===== config.mk =====
export PLATFORM = sky130hd
export DESIGN_NAME = lifo_arbiter
export DESIGN_NICKNAME = d
export VERILOG_FILES = /design/src/rtl/lifo_arbiter.sv
export SDC_FILE = /design/constraint.sdc
export NUM_CORES = 1
export LEC_CHECK = 0
export CORE_UTILIZATION = 47
export DETAILED_ROUTE_END_ITERATION = 7
export PLACE_DENSITY = 0.94
export SLEW_MARGIN = 20
export SYNTH_ARGS = -nofsm -noshare
export SYNTH_HDL_FRONTEND = slang
export SYNTH_SLANG_ARGS = --single-unit
export TNS_END_PERCENT = 100

===== constraint.sdc =====
create_clock -name clk_i -period 9.04 [get_ports clk_i]
set_clock_uncertainty 0.1 [all_clocks]
set_input_delay 2.712 -clock clk_i [delete_from_list [all_inputs] [get_ports clk_i]]
set_output_delay 2.712 -clock clk_i [all_outputs]
set_load 0.01 [all_outputs]

===== src/rtl/lifo_arbiter.sv =====
// Round-robin arbiter multiplexing NUM_REQ push/pop requesters onto one LIFO.
// Optional usedw consistency checker enabled by defining LIFO_ARB_CHECK_EN.
module lifo_arbiter #(
  parameter int NUM_REQ = 4,
  parameter int DWIDTH  = 8,
  parameter int AWIDTH  = 4
) (
  input  logic                      clk_i,
  input  logic                      arst_n_i,
  input  logic [NUM_REQ-1:0]        req_i,
  input  logic [NUM_REQ-1:0]        req_pop_i,
  input  logic [NUM_REQ*DWIDTH-1:0] req_data_i,
  output logic [NUM_REQ-1:0]        ack_o,
  output logic [NUM_REQ-1:0]        rsp_valid_o,
  output logic [DWIDTH-1:0]         rsp_data_o,
  input  logic                      flush_i,
  output logic                      busy_o,
  output logic                      err_o,
  output logic                      lifo_srst_o,
  output logic                      lifo_wrreq_o,
  output logic [DWIDTH-1:0]         lifo_data_o,
  output logic                      lifo_rdreq_o,
  input  logic [DWIDTH-1:0]         lifo_q_i,
  input  logic [AWIDTH:0]           lifo_usedw_i
);

  localparam int IW = (NUM_REQ > 1) ? $clog2(NUM_REQ) : 1;
  localparam logic [AWIDTH:0] DEPTH = {1'b1, {AWIDTH{1'b0}}};

  localparam logic [1:0] ST_INIT  = 2'd0;
  localparam logic [1:0] ST_RUN   = 2'd1;
  localparam logic [1:0] ST_FLUSH = 2'd2;

  logic [1:0]         state_reg;
  logic               init_cnt_reg;
  logic [AWIDTH:0]    cnt_reg;
  logic [IW-1:0]      ptr_reg;
  logic               srst_reg;
  logic               wrreq_reg;
  logic               rdreq_reg;
  logic [DWIDTH-1:0]  wdata_reg;
  logic               tag1_vld_reg;
  logic [IW-1:0]      tag1_reg;
  logic               tag2_vld_reg;
  logic [IW-1:0]      tag2_reg;
  logic [NUM_REQ-1:0] rsp_vld_reg;
  logic [DWIDTH-1:0]  rsp_data_reg;

  logic               cnt_empty;
  logic               cnt_full;
  logic               pipe_empty;
  logic [NUM_REQ-1:0] elig;
  logic [NUM_REQ-1:0] rsp_hit;
  logic [DWIDTH-1:0]  push_data [NUM_REQ];
  logic               grant_vld;
  logic [IW-1:0]      grant_idx;
  logic               grant_pop;

  assign cnt_empty  = (cnt_reg == '0);
  assign cnt_full   = (cnt_reg == DEPTH);
  assign pipe_empty = !tag1_vld_reg && !tag2_vld_reg;

  // Ineligible requesters are simply skipped by the search below.
  genvar gi;
  for (gi = 0; gi < NUM_REQ; gi++) begin : g_req
    assign elig[gi]      = req_i[gi] & (req_pop_i[gi] ? !cnt_empty : !cnt_full);
    assign push_data[gi] = req_data_i[gi*DWIDTH +: DWIDTH];
    assign ack_o[gi]     = grant_vld && (grant_idx == IW'(gi));
    assign rsp_hit[gi]   = tag2_vld_reg && (tag2_reg == IW'(gi));
  end

  always_comb begin
    int      k;
    logic [IW-1:0] cand;
    grant_vld = 1'b0;
    grant_idx = '0;
    k         = 0;
    cand      = '0;
    for (int i = 1; i <= NUM_REQ; i++) begin
      k    = (int'(ptr_reg) + i) % NUM_REQ;
      cand = IW'(k);
      if (!grant_vld && elig[cand]) begin
        grant_vld = 1'b1;
        grant_idx = cand;
      end
    end
    if (state_reg != ST_RUN) grant_vld = 1'b0;
  end

  assign grant_pop = req_pop_i[grant_idx];

  always_ff @(posedge clk_i or negedge arst_n_i) begin
    if (!arst_n_i) begin
      state_reg    <= ST_INIT;
      init_cnt_reg <= 1'b0;
      srst_reg     <= 1'b1;
      cnt_reg      <= '0;
      ptr_reg      <= IW'(NUM_REQ - 1);
    end else begin
      case (state_reg)
        ST_INIT: begin
          if (init_cnt_reg) begin
            state_reg <= ST_RUN;
            srst_reg  <= 1'b0;
          end else begin
            init_cnt_reg <= 1'b1;
          end
        end
        ST_RUN: begin
          if (flush_i) state_reg <= ST_FLUSH;
        end
        ST_FLUSH: begin
          // Outstanding pops must read the LIFO before it is cleared.
          if (srst_reg) begin
            srst_reg  <= 1'b0;
            state_reg <= ST_RUN;
          end else if (pipe_empty) begin
            srst_reg <= 1'b1;
          end
        end
        default: state_reg <= ST_INIT;
      endcase

      if (state_reg == ST_FLUSH && !srst_reg && pipe_empty) begin
        cnt_reg <= '0;
      end else if (grant_vld) begin
        cnt_reg <= grant_pop ? cnt_reg - 1'b1 : cnt_reg + 1'b1;
      end
      if (grant_vld) ptr_reg <= grant_idx;
    end
  end

  always_ff @(posedge clk_i or negedge arst_n_i) begin
    if (!arst_n_i) begin
      wrreq_reg    <= 1'b0;
      rdreq_reg    <= 1'b0;
      wdata_reg    <= '0;
      tag1_vld_reg <= 1'b0;
      tag1_reg     <= '0;
      tag2_vld_reg <= 1'b0;
      tag2_reg     <= '0;
      rsp_vld_reg  <= '0;
      rsp_data_reg <= '0;
    end else begin
      wrreq_reg <= grant_vld && !grant_pop;
      rdreq_reg <= grant_vld && grant_pop;
      if (grant_vld && !grant_pop) wdata_reg <= push_data[grant_idx];
      // Stage 1 covers the LIFO read, stage 2 the registered q_o capture.
      tag1_vld_reg <= grant_vld && grant_pop;
      tag1_reg     <= grant_idx;
      tag2_vld_reg <= tag1_vld_reg;
      tag2_reg     <= tag1_reg;
      rsp_vld_reg  <= rsp_hit;
      if (tag2_vld_reg) rsp_data_reg <= lifo_q_i;
    end
  end

`ifdef LIFO_ARB_CHECK_EN
  logic [AWIDTH:0] cnt_d_reg;
  logic            err_reg;

  always_ff @(posedge clk_i or negedge arst_n_i) begin
    if (!arst_n_i) begin
      cnt_d_reg <= '0;
      err_reg   <= 1'b0;
    end else begin
      cnt_d_reg <= cnt_reg;
      if (state_reg == ST_RUN && lifo_usedw_i != cnt_d_reg) err_reg <= 1'b1;
    end
  end

  assign err_o = err_reg;
`else
  logic usedw_unused;
  assign usedw_unused = ^lifo_usedw_i;
  assign err_o        = 1'b0;
`endif

  assign busy_o       = (state_reg != ST_RUN);
  assign lifo_srst_o  = srst_reg;
  assign lifo_wrreq_o = wrreq_reg;
  assign lifo_rdreq_o = rdreq_reg;
  assign lifo_data_o  = wdata_reg;
  assign rsp_valid_o  = rsp_vld_reg;
  assign rsp_data_o   = rsp_data_reg;

endmodule


==> impl_metrics.csv <==
group,metric,value,unit
status,status,"complete, no violations",
logic_synthesis,synth_seq_cells,38,
grt,grt_use_total,0.217,
placed_design,dp_slack,1.27,ns
logic_synthesis,netlist_area,2170,um^2
sta,final.min_clock_period,7.77,ns
layout,diodes,0,
placed_design,place.gp.congestion,0.876,
clocking,htreeDepth,2,
pwr,p_per_area,348,nW/um^2
placed_design,hpwl,3670,um
placed_design,io_buffers,78,
setup_path,cp-start-kind,"input pin",
placed_design,dp.cells,315,
setup_path,crit_type,"in2out",
clocking,cts_buffers,5,
logic_synthesis,synth.area.top_cells,"dfrtp_1, mux2_4, mux2i_1",
die,die_h,69.9,um
detailed_routing,first_iter_violations,117,
layout,fin_cells,323,
die,io_pins,85,
sta,slew_headroom,0.461,
logic_synthesis,syn_area_per_cell,11.2,um^2
sta,min_period_over_period,0.860,
setup_path,crit_required,6.23,ns
job,drv_cap,0,
clocking,cts.sinks,38,
detailed_routing,vias_per_cell,5.59,
sta,setup_slack,1.27,ns
sta,drv_slew,0,
layout,nets,330,
detailed_routing,wl_per_cell,15.5,um
clocking,clock_latency,0.29,ns
pwr,vdd_drop_max,0.225,mV
layout,seq_area,955,um^2
pwr,p_seq_frac,0.296,
layout,multi_input_area,1130,um^2
pwr,power.switching,0.428,mW
logic_synthesis,synth_edf_count,0,
setup_path,crit_path_end_kind,"output pin",
clocking,cts_root_buffer,"clkbuf_8",
sta,fmax,129,MHz
sta,worst_slew_pin_slew,0.808,ns
setup_path,crit_fanout,9,
grt,grt_pass1_vias,1799,
layout,layout-drive-gt1-share,0.155,
clocking,cts.path.max_buffers,2,
die,die-width,69.9,um
logic_synthesis,synth.distinct_cells,53,
sta,hold-worst-slack,0.257,ns
grt,antenna_found_initial,0,
detailed_routing,ant_nets,0,
detailed_routing,vias,1805,
detailed_routing,drc_errors,0,
logic_synthesis,synth_top_area_share,0.404,
pwr,p_sw_frac,0.403,
sta,rsz0062_at_grt,"no",
layout,fill_cells,304,
hold_path,hp-class,"reg2reg",
detailed_routing,first_pass_iters,4,
pwr,combPwrFrac,0.591,
logic_synthesis,yosysSeqAreaShare,0.441,
logic_synthesis,yosys_warnings,0,
die,dieArea,4890,um^2
pwr,internal_power,0.634,mW
logic_synthesis,yosys.area.top_type,"dfrtp_1",
clocking,clk_pin_slew_worst_paths,0.07,ns
logic_synthesis,syn_nets,253,
clocking,post_cts_buffers,0,
logic_synthesis,synthCells,193,
grt,grt_pass1_wl,8230,um
logic_synthesis,ys.flop_type,"dfrtp_1",
sta,hold_viol_final,0,
detailed_routing,drt_wl_total,5000,um
logic_synthesis,synth-async-reset-ratio,1.00,
setup_path,worstPathArrival,4.96,ns
clocking,cts_resized,0,
die,start_util,0.494,
clocking,cts_tree,"yes",
setup_path,critPathLaunch,"req_pop_i[2]",
grt,grt_max_degree,39,
die,core_area,4380,um^2
setup_path,worstReg2RegStart,"cnt_reg[0]",
grt,overflow,0,
clocking,holdBufCountCts,0,
pwr,clock_power_share,0.113,
layout,area_growth_syn_to_layout,41.0,%
sta,finalSetupViolations,0,
die,rows,24,
hold_path,min_from,"tag1_reg[0]",
pwr,p_leak,1.31,nW
sta,setup-tns-final,0,ns
==> layer usage <==
| layer | vias to the layer above | part of all wire | track usage | routed length (um) |
|---|---|---|---|---|
| li1 | 852 | - | - | - |
| met4 | 0 | 0.015 | 0.0800 | 74 |
| met3 | 9 | 0.076 | 0.0635 | 382 |
| met5 | - | 0 | 0 | 0 |
| met1 | 873 | 0.41 | 0.255 | 2030 |
| met2 | 71 | 0.50 | 0.373 | 2510 |
==> placed cells by master, fill, tap and decap left out, drive strengths merged, types with 2 or more instances in the layout <==
| cell type | n |
|---|---|
| a211oi | 9 |
| a21boi | 2 |
| a21o | 3 |
| a21oi | 11 |
| a41oi | 2 |
| and3 | 3 |
| buf | 3 |
| clkbuf | 6 |
| clkdlybuf4s50 | 77 |
| dfrtp | 35 |
| dfstp | 3 |
| ha | 3 |
| inv | 6 |
| mux2 | 17 |
| mux2i | 10 |
| nand2 | 10 |
| nand3 | 6 |
| nand3b | 2 |
| nor2 | 8 |
| nor2b | 8 |
| nor3 | 4 |
| nor3b | 2 |
| o211ai | 2 |
| o21a | 2 |
| o21ai | 13 |
| o22ai | 3 |
| xnor2 | 5 |
==> power groups by stage <==
stage               clock network [mW]  logic [mW]  registers [mW]
detailed placement                   0       0.622           0.317
CTS                              0.125       0.630           0.314
global route                     0.130       0.681           0.326
floorplan                            0       0.417           0.320
global placement                     0       0.605           0.311
finish                           0.120       0.627           0.314
==> cells by family after synthesis <==
| kind of cell | Yosys count | synth area share |
|---|---|---|
| AND/OR/NAND/NOR | 48 | 0.132 |
| other | 1 | 0.00173 |
| flip-flops | 38 | 0.441 |
| AO/OA/AOI/OAI | 53 | 0.186 |
| buffers and inverters | 16 | 0.0393 |
| adder cells (fa/ha/maj) | 4 | 0.0266 |
| multiplexers | 27 | 0.150 |
| XOR/XNOR | 6 | 0.0242 |
==> worst max-delay path: stages <==
cell and delay [ns]:
clkdlybuf4s50_1 0.43, xnor2_1 0.26, o21ai_0 0.17, a41oi_2 0.56, nand2_1 0.17, nor2_1 0.11
clkdlybuf4s50_1 0.54
==> Yosys cell counts, types with 3 or more instances <==
| master | instances |
|---|---|
| dfrtp_1 | 35 |
| a21oi_1 | 11 |
| mux2i_1 | 10 |
| mux2_4 | 9 |
| nand2_1 | 9 |
| o21ai_0 | 9 |
| a211oi_1 | 8 |
| mux2_2 | 8 |
| nor2_1 | 8 |
| nor2b_1 | 8 |
| nand3_1 | 6 |
| inv_1 | 5 |
| xnor2_1 | 5 |
| buf_4 | 4 |
| a21o_1 | 3 |
| and3_1 | 3 |
| clkbuf_1 | 3 |
| dfstp_2 | 3 |
| ha_1 | 3 |
| nor3_1 | 3 |
| o22ai_1 | 3 |
==> worst paths after layout <==
check / endpoint / slack, ns / cells past startpoint
max in group asynchronous: tag2_reg[0] / 5.93 / 1
min in group asynchronous: rsp_valid_o[1] / 2.40 / 1
max reg2reg: cnt_reg[4] / 3.97 / 15
min reg2reg: tag2_reg[0] / 0.26 / 0
max: ack_o[0] / 1.27 / 7
min: tag2_reg[0] / 0.26 / 0
==> cell type report <==
| cell class | count | share of cell area |
|---|---|---|
| Clock inverter | 2 | 0.00410 |
| Timing Repair Buffer | 80 | 0.259 |
| Inverter | 6 | 0.00737 |
| Clock buffer | 6 | 0.0270 |
| Tap cell | 52 | 0.0213 |
| Multi-Input combinational cell | 139 | 0.369 |
| Sequential cell | 38 | 0.312 |
==> metrics by stage <==
stage | utilization | instance area, um^2 | power (mW)
after global placement | 0.675 | 2960 | 0.916
after global routing | 0.697 | 3060 | 1.14
final | 0.697 | 3060 | 1.06
after floorplan | - | 2170 | 0.737
after CTS | 0.697 | 3060 | 1.07
after detailed placement | 0.675 | 2960 | 0.940
Power figures use the tool's default switching activity.
